[src/rtl/crossbar_2x2_sched_pkg.sv]
// ---------------------------------------------------------------------------
// crossbar_2x2_sched_pkg
//   Shared constants and types for the 2x2 crossbar scheduler.
//   - XBAR_STRAIGHT / XBAR_CROSS : encoding of the crossbar control bit
//   - DEST_OUT1 / DEST_OUT2      : encoding of a requester's destination bit
//   - rr_state_e                 : round-robin pointer state (which requester
//                                  wins the next output conflict)
//   - slot_ok()                  : picks the "can accept" flag of the slot a
//                                  destination bit points at
// ---------------------------------------------------------------------------
package crossbar_2x2_sched_pkg;

    localparam logic XBAR_STRAIGHT = 1'b0;
    localparam logic XBAR_CROSS    = 1'b1;
    localparam logic DEST_OUT1     = 1'b0;
    localparam logic DEST_OUT2     = 1'b1;

    typedef enum logic {
        RR_IN1 = 1'b0,
        RR_IN2 = 1'b1
    } rr_state_e;

    // slot_can[0] belongs to out1, slot_can[1] to out2.
    function automatic logic slot_ok(input logic dest, input logic [1:0] slot_can);
        return (dest == DEST_OUT2) ? slot_can[1] : slot_can[0];
    endfunction

endpackage

[src/rtl/crossbar_2x2_sched_arb.sv]
// ---------------------------------------------------------------------------
// xbar_rr_arb
//   Conflict detection, round-robin pointer and combinational grant logic
//   for the 2x2 crossbar scheduler.
//
//   Ports:
//     clk, rst_n            clock, asynchronous active-low reset
//     in1_valid, in1_dest   requester 1 request and target (0 = out1, 1 = out2)
//     in2_valid, in2_dest   requester 2 request and target
//     slot_can[1:0]         output slot can take a word this cycle
//                           ([0] = out1, [1] = out2)
//     grant1, grant2        combinational grants (used directly as in*_ready)
//     conflict              both requesters valid with the same target
//
//   Handshake: a requester's word moves on a rising edge where its valid and
//   its grant are both high. Grants are only raised for valid requesters, so
//   grant alone marks a transfer; ready may therefore depend on valid.
// ---------------------------------------------------------------------------
module xbar_rr_arb
    import crossbar_2x2_sched_pkg::*;
(
    input  logic       clk,
    input  logic       rst_n,
    input  logic       in1_valid,
    input  logic       in1_dest,
    input  logic       in2_valid,
    input  logic       in2_dest,
    input  logic [1:0] slot_can,
    output logic       grant1,
    output logic       grant2,
    output logic       conflict
);

    rr_state_e rr_q;
    rr_state_e rr_d;

    logic ok1;
    logic ok2;

    always_comb begin
        ok1      = slot_ok(in1_dest, slot_can);
        ok2      = slot_ok(in2_dest, slot_can);
        conflict = in1_valid && in2_valid && (in1_dest == in2_dest);

        grant1 = 1'b0;
        grant2 = 1'b0;
        if (conflict) begin
            // Only the pointed-at requester is considered; the loser waits
            // even if the slot could take a word.
            grant1 = (rr_q == RR_IN1) && ok1;
            grant2 = (rr_q == RR_IN2) && ok2;
        end else begin
            grant1 = in1_valid && ok1;
            grant2 = in2_valid && ok2;
        end

        // Nothing is accepted while reset is held, even though the output
        // slots look empty then.
        if (!rst_n) begin
            grant1 = 1'b0;
            grant2 = 1'b0;
        end
    end

    // The pointer only moves when a conflict winner actually transfers; a
    // conflict stalled by a full slot keeps the same winner queued up.
    always_comb begin
        rr_d = rr_q;
        if (conflict && (grant1 || grant2)) begin
            rr_d = (rr_q == RR_IN1) ? RR_IN2 : RR_IN1;
        end
    end

    always_ff @(posedge clk or negedge rst_n) begin
        if (!rst_n) begin
            rr_q <= RR_IN1;
        end else begin
            rr_q <= rr_d;
        end
    end

endmodule

[src/rtl/crossbar_2x2_sched_dp.sv]
// ---------------------------------------------------------------------------
// xbar_2x2_dp
//   The 2x2 crossbar datapath: a pair of word multiplexers steered by one
//   control bit.
//
//   Ports:
//     ctrl          XBAR_STRAIGHT: a_out = a_in, b_out = b_in
//                   XBAR_CROSS   : a_out = b_in, b_out = a_in
//     a_in, b_in    input words (requester 1, requester 2)
//     a_out, b_out  output words (towards out1, out2)
// ---------------------------------------------------------------------------
module xbar_2x2_dp
    import crossbar_2x2_sched_pkg::*;
#(
    parameter int DATA_W = 4
) (
    input  logic              ctrl,
    input  logic [DATA_W-1:0] a_in,
    input  logic [DATA_W-1:0] b_in,
    output logic [DATA_W-1:0] a_out,
    output logic [DATA_W-1:0] b_out
);

    always_comb begin
        if (ctrl == XBAR_CROSS) begin
            a_out = b_in;
            b_out = a_in;
        end else begin
            a_out = a_in;
            b_out = b_in;
        end
    end

endmodule

[src/rtl/crossbar_2x2_sched.sv]
// ---------------------------------------------------------------------------
// crossbar_2x2_sched
//   Scheduler and output stage of the 2x2 crossbar. Two requesters offer
//   DATA_W-bit words with a destination bit; the block grants them, steers
//   the crossbar datapath and captures each word into a 1-deep output
//   register per destination with ready backpressure.
//
//   Ports:
//     clk, rst_n                      clock, asynchronous active-low reset
//     in1_valid/in1_data/in1_dest     requester 1 word (dest 0 = out1, 1 = out2)
//     in1_ready                       requester 1 word accepted this cycle
//     in2_valid/in2_data/in2_dest     requester 2 word
//     in2_ready                       requester 2 word accepted this cycle
//     out1_valid/out1_data            output 1 register
//     out1_ready                      consumer 1 takes the word
//     out2_valid/out2_data            output 2 register
//     out2_ready                      consumer 2 takes the word
//     xbar_ctrl                       control of the last accepting cycle
//                                     (0 = straight, 1 = cross)
//     conflict_cnt [CNT_W-1:0]        saturating count of conflict cycles,
//                                     present only when CROSSBAR_STATS_EN
//                                     is defined
//
//   Handshake (all four ports): a word moves on a rising edge where valid
//   and ready are both high. in*_ready is the combinational grant and may
//   depend on in*_valid; out*_valid never depends on out*_ready.
//
//   Build option: define CROSSBAR_STATS_EN to add the conflict counter.
// ---------------------------------------------------------------------------
module crossbar_2x2_sched
    import crossbar_2x2_sched_pkg::*;
#(
    parameter int DATA_W = 4,
    parameter int CNT_W  = 8
) (
    input  logic              clk,
    input  logic              rst_n,
    input  logic              in1_valid,
    input  logic [DATA_W-1:0] in1_data,
    input  logic              in1_dest,
    output logic              in1_ready,
    input  logic              in2_valid,
    input  logic [DATA_W-1:0] in2_data,
    input  logic              in2_dest,
    output logic              in2_ready,
    output logic              out1_valid,
    output logic [DATA_W-1:0] out1_data,
    input  logic              out1_ready,
    output logic              out2_valid,
    output logic [DATA_W-1:0] out2_data,
    input  logic              out2_ready,
`ifdef CROSSBAR_STATS_EN
    output logic [CNT_W-1:0]  conflict_cnt,
`endif
    output logic              xbar_ctrl
);

    if (DATA_W < 1 || CNT_W < 1) begin : g_bad_param
        $error("crossbar_2x2_sched: DATA_W and CNT_W must be at least 1");
    end

    // ---------------- state ----------------
    logic              out1_valid_q, out1_valid_d;
    logic              out2_valid_q, out2_valid_d;
    logic [DATA_W-1:0] out1_data_q,  out1_data_d;
    logic [DATA_W-1:0] out2_data_q,  out2_data_d;
    logic              xbar_ctrl_q,  xbar_ctrl_d;

    // ---------------- scheduling ----------------
    logic [1:0]        slot_can;
    logic              grant1;
    logic              grant2;
    logic              conflict;
    logic              ctrl;
    logic              load1;
    logic              load2;
    logic [DATA_W-1:0] dp_out1;
    logic [DATA_W-1:0] dp_out2;

    // A slot can take a word when empty or when it drains on the same edge.
    always_comb begin
        slot_can[0] = !out1_valid_q || out1_ready;
        slot_can[1] = !out2_valid_q || out2_ready;
    end

    xbar_rr_arb u_arb (
        .clk       (clk),
        .rst_n     (rst_n),
        .in1_valid (in1_valid),
        .in1_dest  (in1_dest),
        .in2_valid (in2_valid),
        .in2_dest  (in2_dest),
        .slot_can  (slot_can),
        .grant1    (grant1),
        .grant2    (grant2),
        .conflict  (conflict)
    );

    assign in1_ready = grant1;
    assign in2_ready = grant2;

    // Requester 1 steers whenever it is granted; if only requester 2 moves,
    // the crossbar is set so that its word lands on its destination. When
    // both are granted their destinations differ, so both views agree.
    always_comb begin
        ctrl = xbar_ctrl_q;
        if (grant1) begin
            ctrl = in1_dest;
        end else if (grant2) begin
            ctrl = ~in2_dest;
        end
    end

    xbar_2x2_dp #(
        .DATA_W (DATA_W)
    ) u_dp (
        .ctrl  (ctrl),
        .a_in  (in1_data),
        .b_in  (in2_data),
        .a_out (dp_out1),
        .b_out (dp_out2)
    );

    always_comb begin
        load1 = (grant1 && (in1_dest == DEST_OUT1)) || (grant2 && (in2_dest == DEST_OUT1));
        load2 = (grant1 && (in1_dest == DEST_OUT2)) || (grant2 && (in2_dest == DEST_OUT2));
    end

    // ---------------- output registers ----------------
    always_comb begin
        out1_valid_d = out1_valid_q;
        out1_data_d  = out1_data_q;
        if (load1) begin
            out1_valid_d = 1'b1;
            out1_data_d  = dp_out1;
        end else if (out1_ready) begin
            out1_valid_d = 1'b0;
        end

        out2_valid_d = out2_valid_q;
        out2_data_d  = out2_data_q;
        if (load2) begin
            out2_valid_d = 1'b1;
            out2_data_d  = dp_out2;
        end else if (out2_ready) begin
            out2_valid_d = 1'b0;
        end

        xbar_ctrl_d = (grant1 || grant2) ? ctrl : xbar_ctrl_q;
    end

    always_ff @(posedge clk or negedge rst_n) begin
        if (!rst_n) begin
            out1_valid_q <= 1'b0;
            out2_valid_q <= 1'b0;
            out1_data_q  <= '0;
            out2_data_q  <= '0;
            xbar_ctrl_q  <= XBAR_STRAIGHT;
        end else begin
            out1_valid_q <= out1_valid_d;
            out2_valid_q <= out2_valid_d;
            out1_data_q  <= out1_data_d;
            out2_data_q  <= out2_data_d;
            xbar_ctrl_q  <= xbar_ctrl_d;
        end
    end

    assign out1_valid = out1_valid_q;
    assign out2_valid = out2_valid_q;
    assign out1_data  = out1_data_q;
    assign out2_data  = out2_data_q;
    assign xbar_ctrl  = xbar_ctrl_q;

`ifdef CROSSBAR_STATS_EN
    // ---------------- conflict statistics ----------------
    // Counts every conflict cycle, whether or not the winner could move.
    logic [CNT_W-1:0] conflict_cnt_q, conflict_cnt_d;

    always_comb begin
        conflict_cnt_d = conflict_cnt_q;
        if (conflict && (conflict_cnt_q != {CNT_W{1'b1}})) begin
            conflict_cnt_d = conflict_cnt_q + 1'b1;
        end
    end

    always_ff @(posedge clk or negedge rst_n) begin
        if (!rst_n) begin
            conflict_cnt_q <= '0;
        end else begin
            conflict_cnt_q <= conflict_cnt_d;
        end
    end

    assign conflict_cnt = conflict_cnt_q;
`endif

endmodule

[config.mk]
export PLATFORM = sky130hd
export DESIGN_NAME = crossbar_2x2_sched
export DESIGN_NICKNAME = d
export VERILOG_FILES = /design/src/rtl/crossbar_2x2_sched_pkg.sv /design/src/rtl/crossbar_2x2_sched_arb.sv /design/src/rtl/crossbar_2x2_sched_dp.sv /design/src/rtl/crossbar_2x2_sched.sv
export SDC_FILE = /design/constraint.sdc
export NUM_CORES = 1
export LEC_CHECK = 0
export ABC_AREA = 1
export CORE_AREA = 2 2 39 41
export DETAILED_ROUTE_END_ITERATION = 16
export DIE_AREA = 0 0 41 43
export DONT_BUFFER_PORTS = 1
export GPL_TIMING_DRIVEN = 0
export PLACE_DENSITY = 0.84
export SYNTH_ARGS = -nofsm -noshare
export SYNTH_HDL_FRONTEND = slang
export SYNTH_SLANG_ARGS = --single-unit
[constraint.sdc]
create_clock -name clk -period 3.16 [get_ports clk]
set_input_delay 0.158 -clock clk [delete_from_list [all_inputs] [get_ports clk]]
set_output_delay 0.158 -clock clk [all_outputs]
set_load 0.03 [all_outputs]
# == Yosys cells after proc, flatten, opt, wreduce, memory -nomap -nowiden ==
# Cells that the tools add are included.
# classes
n_eq_ne,1
muxes,15
bitwise_logic,3
reduce_logical,20
# ops
op,n
1-bit 2-to-1 mux,13
1-bit logical AND,11
4-bit 2-to-1 mux,2
1-bit logical OR,5
2-bit nonzero test,2
1-bit inverter,3
1-bit zero test,2
1-bit == test,1
# word_totals
register_bits,12
input_bits,16
out_inout_bits,13
elab_cells,45

# == Depth between registers and ports, before layout ==
# depth
depth_word,9
mapped_depth,12
depth_no_buf,12

# == By module ==
# Synthesis repeated with hierarchy kept, for this count alone.
# unflattened
cells_unflattened,109
hier_area_um2,740.7
# modules_own_cells
module,instances,cells_per_inst,area_per_inst_um2,seq_area_each_um2
crossbar_2x2_sched,1,56,466.7,275.3
xbar_rr_arb,1,27,168.9,25.0
xbar_2x2_dp,1,26,105.1,0.0

# == Least setup slack after synthesis ==
# Ideal clock, no wire load.
# synth_path
path_type,reg-to-reg
from,register out1_valid_q (netlist: out1_valid)
to,register out1_data_q[0] (netlist: out1_data[0])
setup_time_ns,0.117
arrival_time_ns,1.467
required_time_ns,3.043
slack_ns,1.576
path_stages_with_launch,11
path_buffers,0
synth_period_minus_slack_ns,1.584
path_cell_list,dfrtp_1 -> nand2_1 -> nor2_1 -> nor2_1 -> nand2_1 -> inv_1 -> nand2_1 -> nand2_4 -> inv_4 -> nand2_1 -> nand2_1
# synth_via
elab_chain_len,9
word_cells_on_any_way,18
classes_between,mux: 9; reduce/logical: 9
# synth_rtl
item,line,text
start: declaration,crossbar_2x2_sched.sv:63,"logic out1_valid_q, out1_valid_d;"
start signal: assignment,crossbar_2x2_sched.sv:160,out1_valid_q <= out1_valid_d;
1-bit zero test *,crossbar_2x2_sched.sv:82,slot_can[0] = !out1_valid_q || out1_ready;
1-bit logical OR *,crossbar_2x2_sched.sv:82,
1-bit 2-to-1 mux *,crossbar_2x2_sched_pkg.sv:25,return (dest == DEST_OUT2) ? slot_can[1] : slot_can[0];
"1-bit logical AND, on equally long branches","crossbar_2x2_sched_arb.sv:54, crossbar_2x2_sched_arb.sv:51",
1-bit 2-to-1 mux *,crossbar_2x2_sched_arb.sv:47,if (conflict) begin
1-bit 2-to-1 mux *,crossbar_2x2_sched_arb.sv:59,if (!rst_n) begin
net in2_ready,crossbar_2x2_sched.sv:45,"output logic in2_ready,"
1-bit 2-to-1 mux,crossbar_2x2_sched.sv:109,end else if (grant2) begin
1-bit 2-to-1 mux,crossbar_2x2_sched.sv:107,if (grant1) begin
4-bit 2-to-1 mux,crossbar_2x2_sched_dp.sv:25,if (ctrl == XBAR_CROSS) begin
end signal: assignment,crossbar_2x2_sched.sv:162,out1_data_q <= out1_data_d;
end: declaration,crossbar_2x2_sched.sv:65,"logic [DATA_W-1:0] out1_data_q, out1_data_d;"
# Mark *: on every way through the listed nets, which the timed path passes. The rest lies on a longest branch.
# A chain may end at the register's enable or synchronous reset.

# == Worst setup path in the final report ==
# Ends and elaborated chain as after synthesis.

==> flow_summary.yaml <==
logic_synthesis:
  async_reset_ff_share_pct: 100
  yosysMostFrequentCell: "nand2_1"
  ys_warn_count: 0
  synth_commonest_cells: "nand2_1 (32), nand3_1 (28), inv_1 (16), dfrtp_1 (12), nor2_1 (5)"
  syn_area_um2: 762
  yosysSeqAreaShare_pct: 39.4
  synth_edf_count: 0
  synth_top_area_cell: "dfrtp_1"
  syn_area_per_cell_um2: 7.06
  ys_ff_latch: 12
  ys.flop_type: "dfrtp_1"
  synthDistinctLibCells: 13
  syn_inst: 108
  syn_nets: 124
  yosys.area.top_type_share_pct: 39.4
  synth_area_leaders: "dfrtp_1 (39%), nand3_1 (18%), nand2_1 (16%)"
floorplan:
  dieArea_mm2: 0.00176
  die_h_um: 43
  core_area_mm2: 0.00138
  start_util_pct: 55.1
  fp.dieW_um: 41
  rows: 14
  io_pins: 29
power:
  pwr-share-seq_pct: 57.9
  combPwrFrac_pct: 24.6
  p_leak_nw: 0.487
  p_per_area_mw_per_mm2: 648
  netSwitchingFraction_pct: 45.9
  vdd_drop_max_mv: 0.375
  cellInternalPower_w: 0.000285
  pwr-share-clk_pct: 17.5
  p_sw_w: 0.000243
critical_path:
  path_class: "reg2reg"
  critPathCaptureType: "flop"
  crit_slowest_cell: "dfrtp_1"
  crit_fanout: 5
  worst_ep_required_time_ps: 3330
  start_kind: "flop"
  cp.arrival_ps: 1880
  startpoint: "out1_valid"
  r2r-start: "out1_valid"
  max_stage_delay_ps: 490
  path_cells: "nand2_1 -> nor2_1 -> nor2_1 -> nand2_1 -> inv_1 -> nand2_1 -> nand2_4 -> inv_4 -> nand2_1 -> nand2_1"
  path_common_cell: "nand2_1"
global_routing:
  grt_usage_pct: 21.4
  grt_max_degree: 13
  grt_pass1_wl_um: 2540
  antenna_found_initial: 0
  overflow: 0
  grt_pass1_vias: 643
drt:
  drc: 0
  first_pass_iters: 4
  via_per_inst: 5.41
  antenna_left: 0
  drtIter0Drc: 11
  routed_wl_um: 1590
  wl_per_cell_um: 12.4
  vias: 693
sta:
  hold_violations: 0
  skew_ps: 3.68
  fin_crit_ps: 1710
  fin_setup_tns_ps: 0
  finalMaxSlewViolations: 0
  rsz0062_at_grt: "no"
  fmaxAchievable_ghz: 0.584
  fin_crit_sh_pct: 54.2
  worst_slew_pin_slew_ps: 556
  max_slew_margin_pct: 62.8
  finalSetupViolations: 0
layout:
  syn_to_final_growth_pct: 6.90
  antennaDiodeCount: 0
  utilization_pct: 58.9
  nets: 130
  fin_cells: 128
  drive_above_1_share_pct: 14.3
clock_tree:
  cts_tree: "yes"
  cts_hold_buf: 1
  htree_levels: 1
  clk_latency_ps: 270
  root_buffer: "clkbuf_4"
  cts_resized: 0
  clockBufferDepth: 2
  clkTransAtPathRegs_ps: 70
  clock-sinks: 12
  cts_buffers: 3
  cts_setup_buffers: 0
min_path:
  hp-class: "in2reg"
  hp-start: "rst_n"
outcome:
  status: "complete, no violations"
place:
  gp_congestion: 0.712
  dp.cells: 124
  dp_hpwl_um: 1240
  portBuffers: 0
job:
  max_cap_viol_count: 0
==> worst max-delay path: cells and delay by family, from the launching register on <==
kind,cells,cell delay [ps]
simple gates,8,810
buf+inv,2,290
flops,1,490
==> worst paths after layout <==
kind / endpoint / slack, ps / cells past startpoint
max: out1_data[0] / 1450 / 10
min: u_arb.rr_q / 50 / 2
max reg2reg: out1_data[0] / 1450 / 10
min reg2reg: u_arb.rr_q / 530 / 2
max in group asynchronous: out2_data[0] / 2480 / 1
min in group asynchronous: out1_valid / 310 / 1
==> cell type report <==
type                            count  area (µm²)
Clock buffer                        3        22.5
Fill cell                         137         569
Inverter                           20        80.1
Multi-Input combinational cell     76         382
Sequential cell                    12         300
Tap cell                           16        20.0
Timing Repair Buffer                1        10.0
==> stage by stage <==
stage	area (µm²)	total power [W]	worst slack, ps	hold slack, ps
floorplan	762	0.000409	1580	-138
global placement	782	0.000429	1460	-137
detailed placement	782	0.000436	1450	-137
CTS	815	0.000532	1430	48.0
global route	815	0.000562	1300	67.5
finish	815	0.000528	1450	52.9
==> flip-flops by register name, indices dropped and copies added (netlist names) <==
signal and cells:
u_arb.rr_q 1, out2_data 4, out1_valid 1, out2_valid 1, out1_data 4, xbar_ctrl 1
==> logic make-up (layout without fill, tap and decap cells) <==
family	count (synthesis)	in the layout	share of synthesized area, %
AO/OA/AOI/OAI	2	2	1.64
buffers and inverters	20	24	10.5
flip-flops	12	12	39.4
AND/OR/NAND/NOR	74	74	48.4
==> power by group through the flow <==
stage	sequential, W	clock [W]	combinational, W
6_report	0.000306	0.0000926	0.000130
5_1_grt	0.000312	0.0000986	0.000152
4_1_cts	0.000307	0.0000938	0.000131
3_5_place_dp	0.000310	0	0.000127
3_3_place_gp	0.000309	0	0.000121
2_1_floorplan	0.000302	0	0.000107
==> placed cells by master, fill, tap and decap left out <==
cell,Yosys,final
nand2_2,2,2
inv_1,16,16
nor2_1,5,5
inv_2,2,2
inv_4,2,2
o21ai_0,1,1
nand3_2,2,2
nand2_4,4,4
nand3_1,28,28
dfrtp_1,12,12
nand4_2,1,1
dlygate4sd3_1,0,1
o31ai_1,1,1
nand2_1,32,32
clkbuf_4,0,3
==> routing by layer <==
metal	share of wire [%]	wire length [µm]	up-vias	track usage [%]
li1	-	-	354	-
met1	43	683	315	27.3
met2	49	787	20	32.8
met3	5.4	86	4	3.14
met4	2.2	35	0	12.0
met5	0	0	-	0
Power figures use the tool's default switching activity.
